<file path="src/rtl/sap1_pkg.sv">
`default_nettype none
// sap1_pkg: widths and selector encodings shared by the SAP-1 address path.
// Revision: 1.0
package sap1_pkg;
    localparam int   SAP1_ADDR_W = 4;
    localparam logic SEL_PROG    = 1'b0;
    localparam logic SEL_RUN     = 1'b1;
endpackage
`default_nettype wire

</file>
<file path="src/rtl/sap1_reg4_173.sv">
`default_nettype none
// sap1_reg4_173: 74LS173-style register, async active-low clear, gated load, tri-state outputs.
// Revision: 1.0
module sap1_reg4_173
    import sap1_pkg::*;
#(
    parameter int WIDTH = SAP1_ADDR_W
) (
    input  logic             CLK,
    input  logic             CLR_bar,
    input  logic             G1_bar,
    input  logic             G2_bar,
    input  logic             M,
    input  logic             N,
    input  logic [WIDTH-1:0] D,
    output logic [WIDTH-1:0] Q
);
    logic [WIDTH-1:0] q_reg;
    logic             load;

    assign load = ~G1_bar & ~G2_bar;

    always_ff @(posedge CLK or negedge CLR_bar) begin
        if (!CLR_bar) begin
            q_reg <= '0;
        end else if (load) begin
            q_reg <= D;
        end
    end

    // Either output-enable pin high floats the outputs, as on the real part.
    assign Q = (M | N) ? {WIDTH{1'bz}} : q_reg;
endmodule
`default_nettype wire

</file>
<file path="src/rtl/sap1_input_mar.sv">
`default_nettype none
// sap1_input_mar: SAP-1 memory address register feeding a RUN/PROG address selector.
// Revision: 1.0
module sap1_input_mar
    import sap1_pkg::*;
#(
    parameter int WIDTH = SAP1_ADDR_W
) (
    input  logic             CLK,
    input  logic             CLR_bar,
    input  logic             L_M_bar,
    input  logic [WIDTH-1:0] bus_input,
    input  logic [WIDTH-1:0] program_data,
    input  logic             run_or_prog,
    output logic [WIDTH-1:0] address
);
    logic [WIDTH-1:0] mar_q;

    // Both data enables share the controller's Lm_bar; outputs permanently enabled.
    sap1_reg4_173 #(
        .WIDTH (WIDTH)
    ) mar (
        .CLK     (CLK),
        .CLR_bar (CLR_bar),
        .G1_bar  (L_M_bar),
        .G2_bar  (L_M_bar),
        .M       (1'b0),
        .N       (1'b0),
        .D       (bus_input),
        .Q       (mar_q)
    );

    assign address = (run_or_prog == SEL_RUN) ? mar_q : program_data;
endmodule
`default_nettype wire

</file>
<file path="config.mk">
export PLATFORM = sky130hd
export DESIGN_NAME = sap1_input_mar
export DESIGN_NICKNAME = d
export VERILOG_FILES = /design/src/rtl/sap1_pkg.sv /design/src/rtl/sap1_reg4_173.sv /design/src/rtl/sap1_input_mar.sv
export SDC_FILE = /design/constraint.sdc
export NUM_CORES = 1
export LEC_CHECK = 0
export CORE_AREA = 2 2 39 41
export DETAILED_ROUTE_END_ITERATION = 16
export DIE_AREA = 0 0 41 43
export GPL_TIMING_DRIVEN = 0
export PLACE_DENSITY = 0.45
export SETUP_SLACK_MARGIN = 0.1
export SKIP_CTS_REPAIR_TIMING = 1
export SYNTH_ARGS = -nofsm -noshare
export SYNTH_HDL_FRONTEND = slang
export SYNTH_SLANG_ARGS = --single-unit
</file>
<file path="constraint.sdc">
create_clock -name CLK -period 0.9 [get_ports CLK]
set_input_delay 0.18 -clock CLK [delete_from_list [all_inputs] [get_ports CLK]]
set_output_delay 0.18 -clock CLK [all_outputs]
set_load 0.01 [all_outputs]
</file>
After elaboration in Yosys (flattened, before gate mapping). Index checks and enable logic that the tools add are counted.

Word-level logic and storage cells: 2. Output and inout bits: 4. Input bits: 12. Register bits: 4.

Multiplexer cells: 1.

Operator list (count): 4-bit two-way mux (1).

Depth between registers and ports, before layout. Gate-level depths: netlist of run 1.

Depth after elaboration: 1. Depth in mapped cells: 1. Depth with buffers taken out: 1.

Worst setup path after synthesis of run 1. No wires, ideal clock.

Path kind: register -> output. From: register mar.q_reg[0]. To: output address[0]. Stages on the path, launching flop included: 2. Arrival time: 0.628 ns. Path slack: 0.092 ns. Data required time: 0.720 ns. Path buffers: 0. Cell sequence: dfrtp_1 > mux2_2.

Word-level cells in the longest chain between the ends: 1.

Ends and longest elaborated chain: start: declaration (line sap1_reg4_173.sv:18) `logic [WIDTH-1:0] q_reg;`; start signal: assignment (line sap1_reg4_173.sv:25) `q_reg <= '0;`; start signal: assignment (line sap1_reg4_173.sv:27) `q_reg <= D;`; 4-bit two-way mux (line sap1_input_mar.sv:33) `assign address = (run_or_prog == SEL_RUN) ? mar_q : program_data;`; end: declaration (line sap1_input_mar.sv:15) `output logic [WIDTH-1:0] address`.

No other way between the ends.

Final worst setup path of run 1.
From: input program_data[3]. To: output address[3].

Word-level cells in the longest chain between the ends: 1.

Ends and longest elaborated chain: start: declaration (line sap1_input_mar.sv:13) `input logic [WIDTH-1:0] program_data,`; 4-bit two-way mux (line sap1_input_mar.sv:33).

No other way between the ends.

==> impl_metrics.py, run 1 <==
metrics = {
    "layout": {
        "antenna_cells": 0,
        "largest_reg_flops": 4,
        "layout_common_cells": "clkdlybuf4s50_1, mux2_4, mux2_2, dfrtp_1, buf_6",
        "fin_area_um2": 410,
        "stdcell_count": 46,
        "multi_input_area_um2": 105,
        "syn_to_final_growth_pct": 116,
        "fillers": 147,
        "num-nets-final": 44,
        "seqCellArea_um2": 100,
        "layout_commonest_cell": "clkdlybuf4s50_1",
        "layout-drive-gt1-share": 0.500,
    },
    "sta": {
        "worstMarginPinSlew_ns": 0.258,
        "fin_crit_ns": 1.16,
        "slew_violations": 0,
        "setup_viol": 4,
        "fin_setup_tns_ns": -1.01,
        "maxSlewHeadroom": 0.828,
        "rsz0062_at_grt": "true",
        "max_freq_mhz": 861,
        "hold_violations": 0,
        "worst_slack_ns": -0.262,
        "finalCritPeriodShare": 1.29,
        "clock_skew_ns": 0,
    },
    "logic_synthesis": {
        "synth_cell_types": 2,
        "synth_top_area_frac": 0.526,
        "yosysSeqAreaShare": 0.526,
        "yosys_warnings": 0,
        "syn_avg_cell_area_um2": 15.8,
        "synth-seq-cells": 4,
        "syn_nets": 24,
        "syn_inst": 12,
        "yosysTopAreaCell": "dfrtp_1",
        "yosys-top-cells-area": "dfrtp_1, mux2_2",
        "netlist_area_um2": 190,
    },
    "floorplanning": {
        "dieWidth_um": 41,
        "dieArea_um2": 1760,
        "start_util": 0.137,
        "fp.dieH_um": 43,
        "core_area_um2": 1380,
        "num_rows": 14,
        "io_pins": 16,
    },
    "power_and_ir_drop": {
        "p_int_mw": 0.462,
        "pwr-share-seq": 0.359,
        "p_sw_mw": 0.116,
        "swShare": 0.201,
        "comb_power_share": 0.272,
        "leakage_nw": 0.204,
        "clockPowerShare": 0.370,
        "powerDensity_nw_per_um2": 1410,
        "ir_worst_vdd_v": 0.000402,
    },
    "critical_path": {
        "reg2reg_to": "mar.q_reg[3]",
        "startpoint": "program_data[3]",
        "crit_family": "buffers and inverters",
        "worstPathRequired_ns": 0.72,
        "r2r.worst_path.cells": 1,
        "path_cells": "clkdlybuf4s50_1 -> mux2_4 -> buf_6",
        "critPathArrivalTime_ns": 0.98,
        "cp_slowest_cell": "clkdlybuf4s50_1",
        "critPathKind": "in -> out",
        "worstSetupStartpointType": "primary input",
        "worstSetupEndpointType": "output port",
        "rr_startpoint": "mar.q_reg[3]",
        "cp_max_fo": 1,
        "critical_path_buf_inv_count": 2,
        "critPathMaxStageDelay_ns": 0.41,
        "rrSetupSlack_ns": 0.15,
    },
    "placement": {
        "dp.cells": 43,
        "routabilityCongestion": 0.548,
        "placed_cell_area_um2": 375,
        "post-place-ws_ns": -0.869,
        "port_buffers": 15,
    },
    "clocking": {
        "clk_latency_ns": 0.23,
        "path_clk_slew_ns": 0.04,
        "clock_sink_count": 4,
        "htree_num_levels": 1,
        "cts_buffers": 3,
        "clockBufferDepth": 2,
        "cts_tree": "done",
        "cts-root-buf": "clkbuf_4",
    },
    "routing": {
        "vias": 165,
        "first_pass_iters": 2,
        "wl_um": 466,
        "postRouteAntennaNets": 0,
        "drc": 0,
        "drtIter0Drc": 1,
        "drt-vias-per-instance": 3.59,
        "wl_per_cell_um": 10.1,
    },
    "global_route": {
        "grt_pass1_vias": 169,
        "grt-ovfl-total": 0,
        "track_usage": 0.0614,
        "grt_antenna_before_repair": 0,
        "grt_pass1_wl_um": 634,
        "grt_start_max_net_pins": 5,
    },
    "hold_path": {
        "hp-class": "in -> async",
    },
    "job": {
        "cap_violations": 0,
    },
    "outcome": {
        "violations": "negative setup slack",
        "outcome": "complete, but fails checks",
    },
}
## routing by layer
metal | vias up | part of all wire | GRT usage
met1 | 73 | 0.32 | 0.0455
met5 | - | 0 | 0
met3 | 0 | 0.16 | 0.0314
met4 | 0 | 0 | 0.0800
met2 | 11 | 0.52 | 0.0906
li1 | 81 | - | -
## synthesized netlist by cell type
cell type	count
mux2_2	8
dfrtp_1	4
## layout make-up
| cell class | count | share of cell area |
|---|---|---|
| Tap cell | 16 | 0.0488 |
| Sequential cell | 4 | 0.244 |
| Timing Repair Buffer | 15 | 0.396 |
| Clock buffer | 3 | 0.0549 |
| Multi-Input combinational cell | 8 | 0.256 |
## per-stage QoR
| step | utilization | hold WS (ns) | total power [mW] |
|---|---|---|---|
| CTS | 0.288 | 0.152 | 0.591 |
| detailed placement | 0.271 | 0.401 | 0.364 |
| floorplan | - | -0.116 | 0.268 |
| finish | 0.297 | 0.154 | 0.578 |
| global route | 0.297 | 0.166 | 0.619 |
| global placement | 0.271 | 0.394 | 0.363 |
## worst max path at each step
stage                             to  slack [ns]  depth (start not counted)
after floorplan           address[0]        0.11                          1
after global placement    address[0]       -0.87                          3
after detailed placement  address[1]       -0.87                          3
after CTS                 address[1]       -0.87                          3
after global routing      address[3]       -0.29                          2
final                     address[3]       -0.26                          3
## cell families (layout without fill, tap and decap cells)
family | Yosys count | in the layout | synth area share
buf+inv | 0 | 18 | 0
flops | 4 | 4 | 0.526
mux | 8 | 8 | 0.474
## power by group through the flow
stage | sequential, mW | combinational [mW] | clock [mW]
floorplan | 0.207 | 0.0605 | 0
global route | 0.209 | 0.169 | 0.241
detailed placement | 0.210 | 0.154 | 0
finish | 0.207 | 0.157 | 0.214
global placement | 0.209 | 0.154 | 0
CTS | 0.208 | 0.155 | 0.228
No activity file was read; power rests on OpenSTA's default activity.
==> inputs of run 2 (changes only) <==
--- a/config.mk
+++ b/config.mk
@@ -8,7 +8,6 @@
 export CORE_AREA = 2 2 39 41
 export DETAILED_ROUTE_END_ITERATION = 16
 export DIE_AREA = 0 0 41 43
-export GPL_TIMING_DRIVEN = 0
 export PLACE_DENSITY = 0.45
 export SETUP_SLACK_MARGIN = 0.1
 export SKIP_CTS_REPAIR_TIMING = 1
==> run 2 against run 1 <==
Compared with the run above:
- the run still ends with negative setup slack left
- utilization down 1.1 points
- clock power up 2%
- global-route usage up 0.30 points
- first-iteration DRC count down 100%
- register-to-register slack about the same
- sequential share of layout area up 0.93 points
- critical path type is now reg -> out
==> impl_metrics.py, run 2 (synthesis results as in run 1) <==
metrics = {
    "routing": {
        "wl_um": 506,
        "postRouteAntennaNets": 0,
        "vias": 163,
        "drt-vias-per-instance": 3.54,
        "drtIter0Drc": 0,
        "wl_per_cell_um": 11.0,
        "first_pass_iters": 1,
        "drc": 0,
    },
    "floorplanning": {
        "num_rows": 14,
        "dieArea_um2": 1760,
        "dieWidth_um": 41,
        "start_util": 0.137,
        "fp.dieH_um": 43,
        "core_area_um2": 1380,
        "io_pins": 16,
    },
    "critical_path": {
        "cp_max_fo": 2,
        "critPathArrivalTime_ns": 0.99,
        "worstSetupStartpointType": "register",
        "worstPathRequired_ns": 0.72,
        "worstSetupEndpointType": "output port",
        "critPathKind": "reg -> out",
        "rrSetupSlack_ns": 0.15,
    },
    "global_route": {
        "grt_start_max_net_pins": 5,
        "grt_pass1_wl_um": 669,
        "track_usage": 0.0645,
        "grt-ovfl-total": 0,
        "grt_pass1_vias": 174,
        "grt_antenna_before_repair": 0,
    },
    "layout": {
        "fillers": 146,
        "layout-drive-gt1-share": 0.500,
        "seqCellArea_um2": 100,
        "antenna_cells": 0,
        "num-nets-final": 44,
        "layout_common_cells": "clkdlybuf4s50_1, mux2_4, mux2_2, dfrtp_1, clkbuf_4",
        "syn_to_final_growth_pct": 108,
        "utilization": 0.286,
        "multi_input_area_um2": 105,
        "layout_commonest_cell": "clkdlybuf4s50_1",
        "largest_reg_flops": 4,
    },
    "placement": {
        "port_buffers": 15,
        "routabilityCongestion": 0.573,
        "dp_hpwl_um": 415,
    },
    "job": {
        "cap_violations": 0,
    },
    "clocking": {
        "clock_sink_count": 4,
        "htree_num_levels": 1,
        "cts_buffers": 3,
        "path_clk_slew_ns": 0.04,
        "cts-root-buf": "clkbuf_4",
        "clockBufferDepth": 2,
        "clk_latency_ns": 0.23,
        "cts_tree": "done",
    },
    "sta": {
        "max_freq_mhz": 853,
        "clock_skew_ns": 0,
        "maxSlewHeadroom": 0.817,
        "setup_viol": 4,
        "fin_setup_tns_ns": -1.04,
        "hold_violations": 0,
        "slew_violations": 0,
        "worst_slack_ns": -0.272,
        "worstMarginPinSlew_ns": 0.274,
        "rsz0062_at_grt": "true",
        "fin_crit_ns": 1.17,
        "finalCritPeriodShare": 1.30,
    },
    "outcome": {
        "outcome": "complete, but fails checks",
        "violations": "negative setup slack",
    },
    "hold_path": {
        "hp-class": "in -> async",
    },
    "power_and_ir_drop": {
        "ir_worst_vdd_v": 0.000451,
        "powerDensity_nw_per_um2": 1450,
        "leakage_nw": 0.191,
    },
}
-- run 2: cell types whose count changed in the layout (fill, tap and decap cells not counted), sizes merged --
cell,previous run,this run
buf,4,2
clkbuf,3,5
clkdlybuf4s50,8,9
dlymetal6s2s,3,2
-- run 2: worst paths after layout --
check | startpoint | to | cells after the start
worst min register to register | mar.q_reg[2] | mar.q_reg[2] | 1
worst max register to register | mar.q_reg[0] | mar.q_reg[0] | 1
worst min-delay path | CLR_bar | mar.q_reg[3] | 1
worst max-delay path | mar.q_reg[0] | address[0] | 2
max in group asynchronous | CLR_bar | mar.q_reg[0] | 1
min in group CLK | L_M_bar | mar.q_reg[0] | 2
-- run 2: worst max-delay path: stages, from the launching register on --
cell and delay (ns):
dfrtp_1 0.38, mux2_4 0.27, buf_6 0.12
-- run 2: power by group --
| group | internal, mW | switching, mW |
|---|---|---|
| clock network | 0.149 | 0.0695 |
| logic | 0.105 | 0.0417 |
| registers | 0.199 | 0.00876 |
| total | 0.453 | 0.120 |
-- run 2: area by class of cell --
cell class                      instances  share of cell area
Timing Repair Buffer                   15               0.373
Multi-Input combinational cell          8               0.266
Sequential cell                         4               0.253
Clock buffer                            3              0.0570
Tap cell                               16              0.0506
-- run 2: metal layers --
| layer | share of wire | global-route usage |
|---|---|---|
| met1 | 0.32 | 0.0455 |
| met2 | 0.48 | 0.0875 |
| met3 | 0.18 | 0.0366 |
| met4 | 0.016 | 0.100 |
| met5 | 0 | 0 |
-- run 2: through the flow --
step / cells / instance area, um2 / setup WS, ns / hold WS (ns) / total power [mW]
2_1_floorplan: 12 / 205 / 0.106 / -0.116 / 0.268
3_3_place_gp: 43 / 375 / -0.857 / 0.397 / 0.364
3_5_place_dp: 43 / 375 / -0.893 / 0.403 / 0.366
4_1_cts: 46 / 398 / -0.897 / 0.152 / 0.595
5_1_grt: 46 / 395 / -0.300 / 0.162 / 0.611
6_report: 46 / 395 / -0.272 / 0.151 / 0.573
